`src/rtl/mmio_confreg.sv`:
```
// Splits CPU data accesses between data RAM and an MMIO config-register window, with 1-cycle read latency.
// Optional free-running timer at offset E000 is built only when MMIO_TIMER_EN is defined.
module mmio_confreg #(
   parameter logic [31:0] CONF_BASE = 32'hBFAF_0000,
   parameter logic [31:0] CONF_MASK = 32'hFFFF_0000
) (
   input  logic        clk,
   input  logic        reset,
   input  logic        cpu_en,
   input  logic [3:0]  cpu_we,
   input  logic [31:0] cpu_addr,
   input  logic [31:0] cpu_wdata,
   output logic [31:0] cpu_rdata,
   output logic        ram_en,
   output logic [3:0]  ram_we,
   output logic [31:0] ram_addr,
   output logic [31:0] ram_wdata,
   input  logic [31:0] ram_rdata,
   output logic [15:0] led,
   output logic [1:0]  led_rg0,
   output logic [1:0]  led_rg1,
   output logic [31:0] num_data,
   input  logic [7:0]  switch,
   input  logic [3:0]  btn
);

   localparam logic [15:0] OFF_LED     = 16'hF000;
   localparam logic [15:0] OFF_LED_RG0 = 16'hF004;
   localparam logic [15:0] OFF_LED_RG1 = 16'hF008;
   localparam logic [15:0] OFF_NUM     = 16'hF010;
   localparam logic [15:0] OFF_SWITCH  = 16'hF020;
   localparam logic [15:0] OFF_BTN     = 16'hF024;
   localparam logic [15:0] OFF_TIMER   = 16'hE000;
   localparam logic [15:0] OFF_SCRATCH = 16'hFFF0;

   function automatic logic [31:0] byte_merge(input logic [31:0] old_val,
                                              input logic [31:0] new_val,
                                              input logic [3:0]  be);
      logic [31:0] m;
      m = old_val;
      for (int unsigned i = 0; i < 4; i++)
         if (be[i]) m[8*i +: 8] = new_val[8*i +: 8];
      return m;
   endfunction

   logic        hit;
   logic        wr;
   logic [15:0] off;
   logic [31:0] rd_val;

   logic [15:0] led_q;
   logic [1:0]  led_rg0_q, led_rg1_q;
   logic [31:0] num_q, scratch_q;
   logic [7:0]  sw_meta, sw_sync;
   logic [3:0]  btn_meta, btn_sync;
   logic [31:0] conf_rdata_q;
   logic        sel_conf_q;
`ifdef MMIO_TIMER_EN
   logic [31:0] timer_q;
`endif

   assign off = cpu_addr[15:0];
   assign hit = cpu_en & ((cpu_addr & CONF_MASK) == CONF_BASE);
   assign wr  = hit & (|cpu_we);

   // RAM side sees every non-window access unchanged, including during reset.
   assign ram_en    = cpu_en & ~hit;
   assign ram_we    = hit ? '0 : cpu_we;
   assign ram_addr  = cpu_addr;
   assign ram_wdata = cpu_wdata;

   always_comb begin
      rd_val = '0;
      case (off)
         OFF_LED:     rd_val = {16'h0, led_q};
         OFF_LED_RG0: rd_val = {30'h0, led_rg0_q};
         OFF_LED_RG1: rd_val = {30'h0, led_rg1_q};
         OFF_NUM:     rd_val = num_q;
         OFF_SWITCH:  rd_val = {24'h0, sw_sync};
         OFF_BTN:     rd_val = {28'h0, btn_sync};
`ifdef MMIO_TIMER_EN
         OFF_TIMER:   rd_val = timer_q;
`endif
         OFF_SCRATCH: rd_val = scratch_q;
         default:     rd_val = '0;
      endcase
   end

   always_ff @(posedge clk) begin
      if (reset) begin
         led_q        <= '0;
         led_rg0_q    <= '0;
         led_rg1_q    <= '0;
         num_q        <= '0;
         scratch_q    <= '0;
         sw_meta      <= '0;
         sw_sync      <= '0;
         btn_meta     <= '0;
         btn_sync     <= '0;
         conf_rdata_q <= '0;
         sel_conf_q   <= 1'b0;
      end else begin
         sw_meta  <= switch;
         sw_sync  <= sw_meta;
         btn_meta <= btn;
         btn_sync <= btn_meta;

         // Select is only refreshed by a real request so idle cycles keep the last response.
         if (cpu_en) sel_conf_q <= hit;
         if (hit && cpu_we == '0) conf_rdata_q <= rd_val;

         if (wr) begin
            case (off)
               OFF_LED: begin
                  if (cpu_we[0]) led_q[7:0]  <= cpu_wdata[7:0];
                  if (cpu_we[1]) led_q[15:8] <= cpu_wdata[15:8];
               end
               OFF_LED_RG0: if (cpu_we[0]) led_rg0_q <= cpu_wdata[1:0];
               OFF_LED_RG1: if (cpu_we[0]) led_rg1_q <= cpu_wdata[1:0];
               OFF_NUM:     num_q     <= byte_merge(num_q, cpu_wdata, cpu_we);
               OFF_SCRATCH: scratch_q <= byte_merge(scratch_q, cpu_wdata, cpu_we);
               default: ;
            endcase
         end
      end
   end

`ifdef MMIO_TIMER_EN
   always_ff @(posedge clk) begin
      if (reset)
         timer_q <= '0;
      else if (wr && off == OFF_TIMER)
         timer_q <= byte_merge(timer_q, cpu_wdata, cpu_we);
      else
         timer_q <= timer_q + 32'd1;
   end
`endif

   assign cpu_rdata = sel_conf_q ? conf_rdata_q : ram_rdata;
   assign led       = led_q;
   assign led_rg0   = led_rg0_q;
   assign led_rg1   = led_rg1_q;
   assign num_data  = num_q;

endmodule
```
`config.mk`:
```
export PLATFORM = sky130hd
export DESIGN_NAME = mmio_confreg
export DESIGN_NICKNAME = d
export VERILOG_FILES = /design/src/rtl/mmio_confreg.sv
export SDC_FILE = /design/constraint.sdc
export NUM_CORES = 1
export LEC_CHECK = 0
export BUFFER_PORTS_ARGS = -buffer_cell sky130_fd_sc_hd__buf_2
export CAP_MARGIN = 10
export CORE_AREA = 2 2 121 123
export CTS_CLUSTER_SIZE = 24
export DETAILED_ROUTE_END_ITERATION = 7
export DIE_AREA = 0 0 123 125
export PLACE_DENSITY = 0.79
export SKIP_CTS_REPAIR_TIMING = 1
export SLEW_MARGIN = 40
export SYNTH_ARGS = -nofsm -noshare
export SYNTH_HDL_FRONTEND = slang
export SYNTH_SLANG_ARGS = --single-unit
export TNS_END_PERCENT = 100
```
`constraint.sdc`:
```
create_clock -name clk -period 2.2 [get_ports clk]
set_input_delay 0.22 -clock clk [delete_from_list [all_inputs] [get_ports clk]]
set_output_delay 0.22 -clock clk [all_outputs]
set_load 0.05 [all_outputs]
```
## After elaboration in Yosys (flattened, before gate mapping)

Cells that the tools add are included.

| storage, ports and cells | value |
|---|---|
| bits in registers | 141 |
| input port bits | 115 |
| output and inout bits | 153 |
| logic and storage cells | 48 |

| cells by class | value |
|---|---|
| equality and inequality tests | 8 |
| mux-type cells | 3 |
| bitwise logic cells | 4 |
| reductions and logical operators | 15 |

Operators with widths:

| operator | count |
|---|---|
| $pmux 32 s7 | 1 |
| $eq 16x16->1 const B | 8 |
| $reduce_and 3->1 | 12 |
| $mux 32 | 1 |
| $logic_not 4->1 | 1 |
| $mux 4 | 1 |
| $reduce_or 4->1 | 1 |
| $and 1x1->1 | 3 |
| $logic_and 1x1->1 | 1 |
| $not 1->1 | 1 |

## Depth between registers and ports, before layout

| depth | value |
|---|---|
| word-level depth | 4 |
| depth in mapped cells | 8 |
| gate-level depth less buffers | 5 |

## Least setup slack after synthesis

OpenSTA, ideal clock, no wires.

| timing path | value |
|---|---|
| path type | input port to flip-flop |
| start point | input port cpu_addr[30] |
| end point | register conf_rdata_q[23] |
| setup time | 0.138 ns |
| data arrival time | 1.662 ns |
| required time | 2.062 ns |
| path slack | 0.400 ns |
| cell stages on the path | 7 |
| path buffers | 2 |
| cells stage by stage | nand4b_1 -> nor4_4 -> buf_4 -> nand3_2 -> buf_2 -> a221oi_2 -> nor3_2 |

| between the ends | value |
|---|---|
| cells in the longest elaborated chain, start to end | 3 |

Ends and longest elaborated chain:

| item | line | RTL |
|---|---|---|
| from (decl) | 11 | `input logic [31:0] cpu_addr,` |
| $eq 16x16->1 | 63 | `assign hit = cpu_en & ((cpu_addr & CONF_MASK) == CONF_BASE);` |
| $and 1x1->1 | 63 |  |
| $logic_and 1x1->1 | 110 | `if (hit && cpu_we == '0) conf_rdata_q <= rd_val;` |
| to (signal assigned) | 110 |  |
| to (decl) | 56 | `logic [31:0] conf_rdata_q;` |

No other way between the ends.
A chain may end at the register's enable or synchronous reset.

## Worst setup path after layout

| timing path | value |
|---|---|
| start point | register sel_conf_q |
| end point | output port cpu_rdata[30] |

| between the ends | value |
|---|---|
| cells in the longest elaborated chain, start to end | 1 |

Ends and longest elaborated chain:

| item | line | RTL |
|---|---|---|
| from (decl) | 57 | `logic sel_conf_q;` |
| from (signal assigned) | 109 | `if (cpu_en) sel_conf_q <= hit;` |
| $mux 32 | 139 | `assign cpu_rdata = sel_conf_q ? conf_rdata_q : ram_rdata;` |
| to (decl) | 13 | `output logic [31:0] cpu_rdata,` |

No other way between the ends.

==> run summary <==
Routed Antenna Nets - 0
Num rows - 44
Buffers on Ports - 267
Routability cong. - 0.8990
Post-synthesis sequential area ratio - 41.52%
CP Launch Type - flop
Area grow syn2layout - 24.62%
Mapped Area - 6799 µm²
Post-Route Setup TNS - 0 ns
Fmax - 501.9 MHz
Flop pwr share - 42.8%
Number of DRC markers in iteration 0 - 819
WL final - 20210 µm
Final-stage net count - 1074
Clk buf depth - 2
Min Tclk post-route - 1.993 ns
Die area - 15380 µm²
Worst relative slew slack - 54.29%
Hold Crit Class - in -> reg
#FFs+latches synth - 141
Switching share of power - 27.66%
FF-to-FF setup slack - 0.67 ns
Post-synth EDFFs - 0
Max FO, Critical Path - 33
Distinct cells, synth - 50
Routed wire length per instance - 17.48 µm
WHS - -0.0005186 ns
Comb pwr share - 12.4%
Crit path from - sel_conf_q
Syn avg cell area - 8.841 µm²
RR Startpoint - led_rg0[0]
NetSw - 1.666 mW
First-pass GRT wire length - 30430 µm
H-tree depth - 4
Ys async rst share - 0%
CTS tree - built
Crit path DAT - 1.77 ns
Hold Startpoint - switch[4]
PD cells - 711.1 nW/µm²
Final hold viol count - 2
Failing checks - negative hold slack
Crit path kind - reg -> out
Die height - 125 µm
Clock Power Share - 44.8%
Clock slew at reported path FFs - 0.06 ns
Largest net degree at the start of global routing - 129
Int Pwr - 4.359 mW
Core area - 14200 µm²
Vias in the first global route - 5850
Overflow after GRT - 0
Top-Level Pins - 268
Detailed-route DRC error count - 0
Static leakage - 3.414 nW
Syn. warnings - 0
RSZ-0062 raised after global routing - no
Clock sink count - 141
Starting Density - 47.87%
DR pass1 iterations - 6
Fin util - 59.65%
Syn_nets - 884
HPWL reported at the end of detailed placement - 14020 µm
Antenna diodes - 0
Layout cells sized above 1 - 40.43%
CTS Buf Count - 17
Filler cell count - 1245
Total global-route track usage - 25.42%
Peak VDD IR - 0.4894 mV
Clock Tree Root - clkbuf_16
Top FF cell, synth - dfxtp_1
Routed via count - 6587
Avg Vias per Cell - 5.698
Worst slew pin tran - 0.6835 ns
Die W - 123 µm
Synth Instances - 769
Max Cap Violations - 0
Post-route clock period utilization - 90.57%
Status - finished, violations left
CP Capture Type - primary output
CP required - 1.98 ns
Antenna violations before repair - 0
Final setup vio count - 0
Clk_lat worst skew - 0.43 ns
Max-slew violations - 0
Clock Skews - 0.008304 ns
==> worst max-delay path, stage by stage, from the launching register on <==
cell	delay (ns)
dfxtp_2	0.31
buf_4	0.40
mux2_2	0.42
buf_2	0.22
==> per-stage QoR <==
stage	setup slack (ns)	cells	total power, mW	hold WS [ns]	instance area [µm²]
finish	0.2075	1156	6.025	-0.0005186	8473
floorplan	0.3999	769	3.210	0.3482	6799
global route	0.1402	1156	6.222	0.002015	8473
global placement	0.1736	1122	3.375	0.4197	7890
detailed placement	0.1009	1122	3.379	0.4223	7896
CTS	0.2049	1154	6.050	-0.009318	8453
==> sequential cells by signal, summed over array words and instances, names as in the netlist <==
| name | count |
|---|---|
| led | 16 |
| led_rg0 | 2 |
| sel_conf_q | 1 |
| btn_sync | 4 |
| num_data | 32 |
| led_rg1 | 2 |
| scratch_q | 32 |
| sw_meta | 8 |
| sw_sync | 8 |
| btn_meta | 4 |
| conf_rdata_q | 32 |
==> layout by cell type (no fill, tap or decap), types with 5 or more instances in the layout <==
master,count
buf_4,21
nor4_4,5
nor2b_1,27
and3_1,5
nand3_1,88
dfxtp_1,140
o21ai_1,9
nor3_2,11
a222oi_1,8
mux2_2,32
clkinv_2,5
nand4_1,10
buf_2,266
nor2_1,18
o21ai_0,57
a221oi_1,14
buf_12,7
a221oi_2,8
and2_1,9
nand2_1,57
clkbuf_16,17
nor3_1,8
a21oi_1,87
==> power groups by stage <==
stage / combinational [mW] / clock (mW) / sequential [mW]
floorplan: 0.577 / 0 / 2.63
global placement: 0.741 / 0 / 2.63
detailed placement: 0.744 / 0 / 2.63
CTS: 0.747 / 2.73 / 2.58
global route: 0.787 / 2.86 / 2.58
finish: 0.750 / 2.70 / 2.58
==> path summary, 6_finish.rpt <==
| kind | to | depth (start not counted) |
|---|---|---|
| worst min register to register | btn_sync[1] | 1 |
| worst max register to register | conf_rdata_q[0] | 3 |
| worst min-delay path | sw_meta[4] | 2 |
| worst max-delay path | cpu_rdata[30] | 3 |
==> Yosys cell counts (all sizes together), types with 3 or more instances <==
cell	number	share of area, %
nand2	57	3.1
a21oi	87	6.4
nand4bb	3	0.50
nand3b	4	0.44
a222oi	8	1.2
nand4	12	1.4
and4	3	0.39
nor4	8	1.8
clkbuf	33	1.9
a221oi	22	3.6
dfxtp	141	42
mux2	32	5.3
nor3	19	2.2
nor2b	27	2.5
buf	92	9.5
o32ai	4	0.52
nor2	20	1.2
o21ai	66	4.9
nand3	89	6.6
nand2b	3	0.28
and3	5	0.46
and2	9	0.83
==> per-layer routing <==
metal / wire length (µm) / share of wire [%] / track usage [%] / up-vias
met2: 9904 / 49 / 41.79 / 374
met3: 1521 / 7.5 / 5.292 / 41
met1: 8269 / 41 / 32.29 / 3059
met5: 0 / 0 / 0 / -
met4: 509 / 2.5 / 10.36 / 0
li1: - / - / - / 3113
==> kinds of logic after synthesis <==
| group | after synthesis | share of synthesized area (%) |
|---|---|---|
| simple gates | 265 | 22.56 |
| compound gates | 201 | 18.29 |
| mux | 36 | 6.257 |
| flops | 141 | 41.52 |
| buf+inv | 126 | 11.37 |
==> final cells by class <==
type,count,area [µm²],share of cell area [%]
Inverter,1,3.754,0.04430
Tap cell,184,230.2,2.717
Clock inverter,13,113.9,1.344
Multi-Input combinational cell,502,3209,37.88
Sequential cell,141,2824,33.33
Clock buffer,19,442.9,5.227
Timing Repair Buffer,296,1649,19.46
No activity file was read; power rests on OpenSTA's default activity.
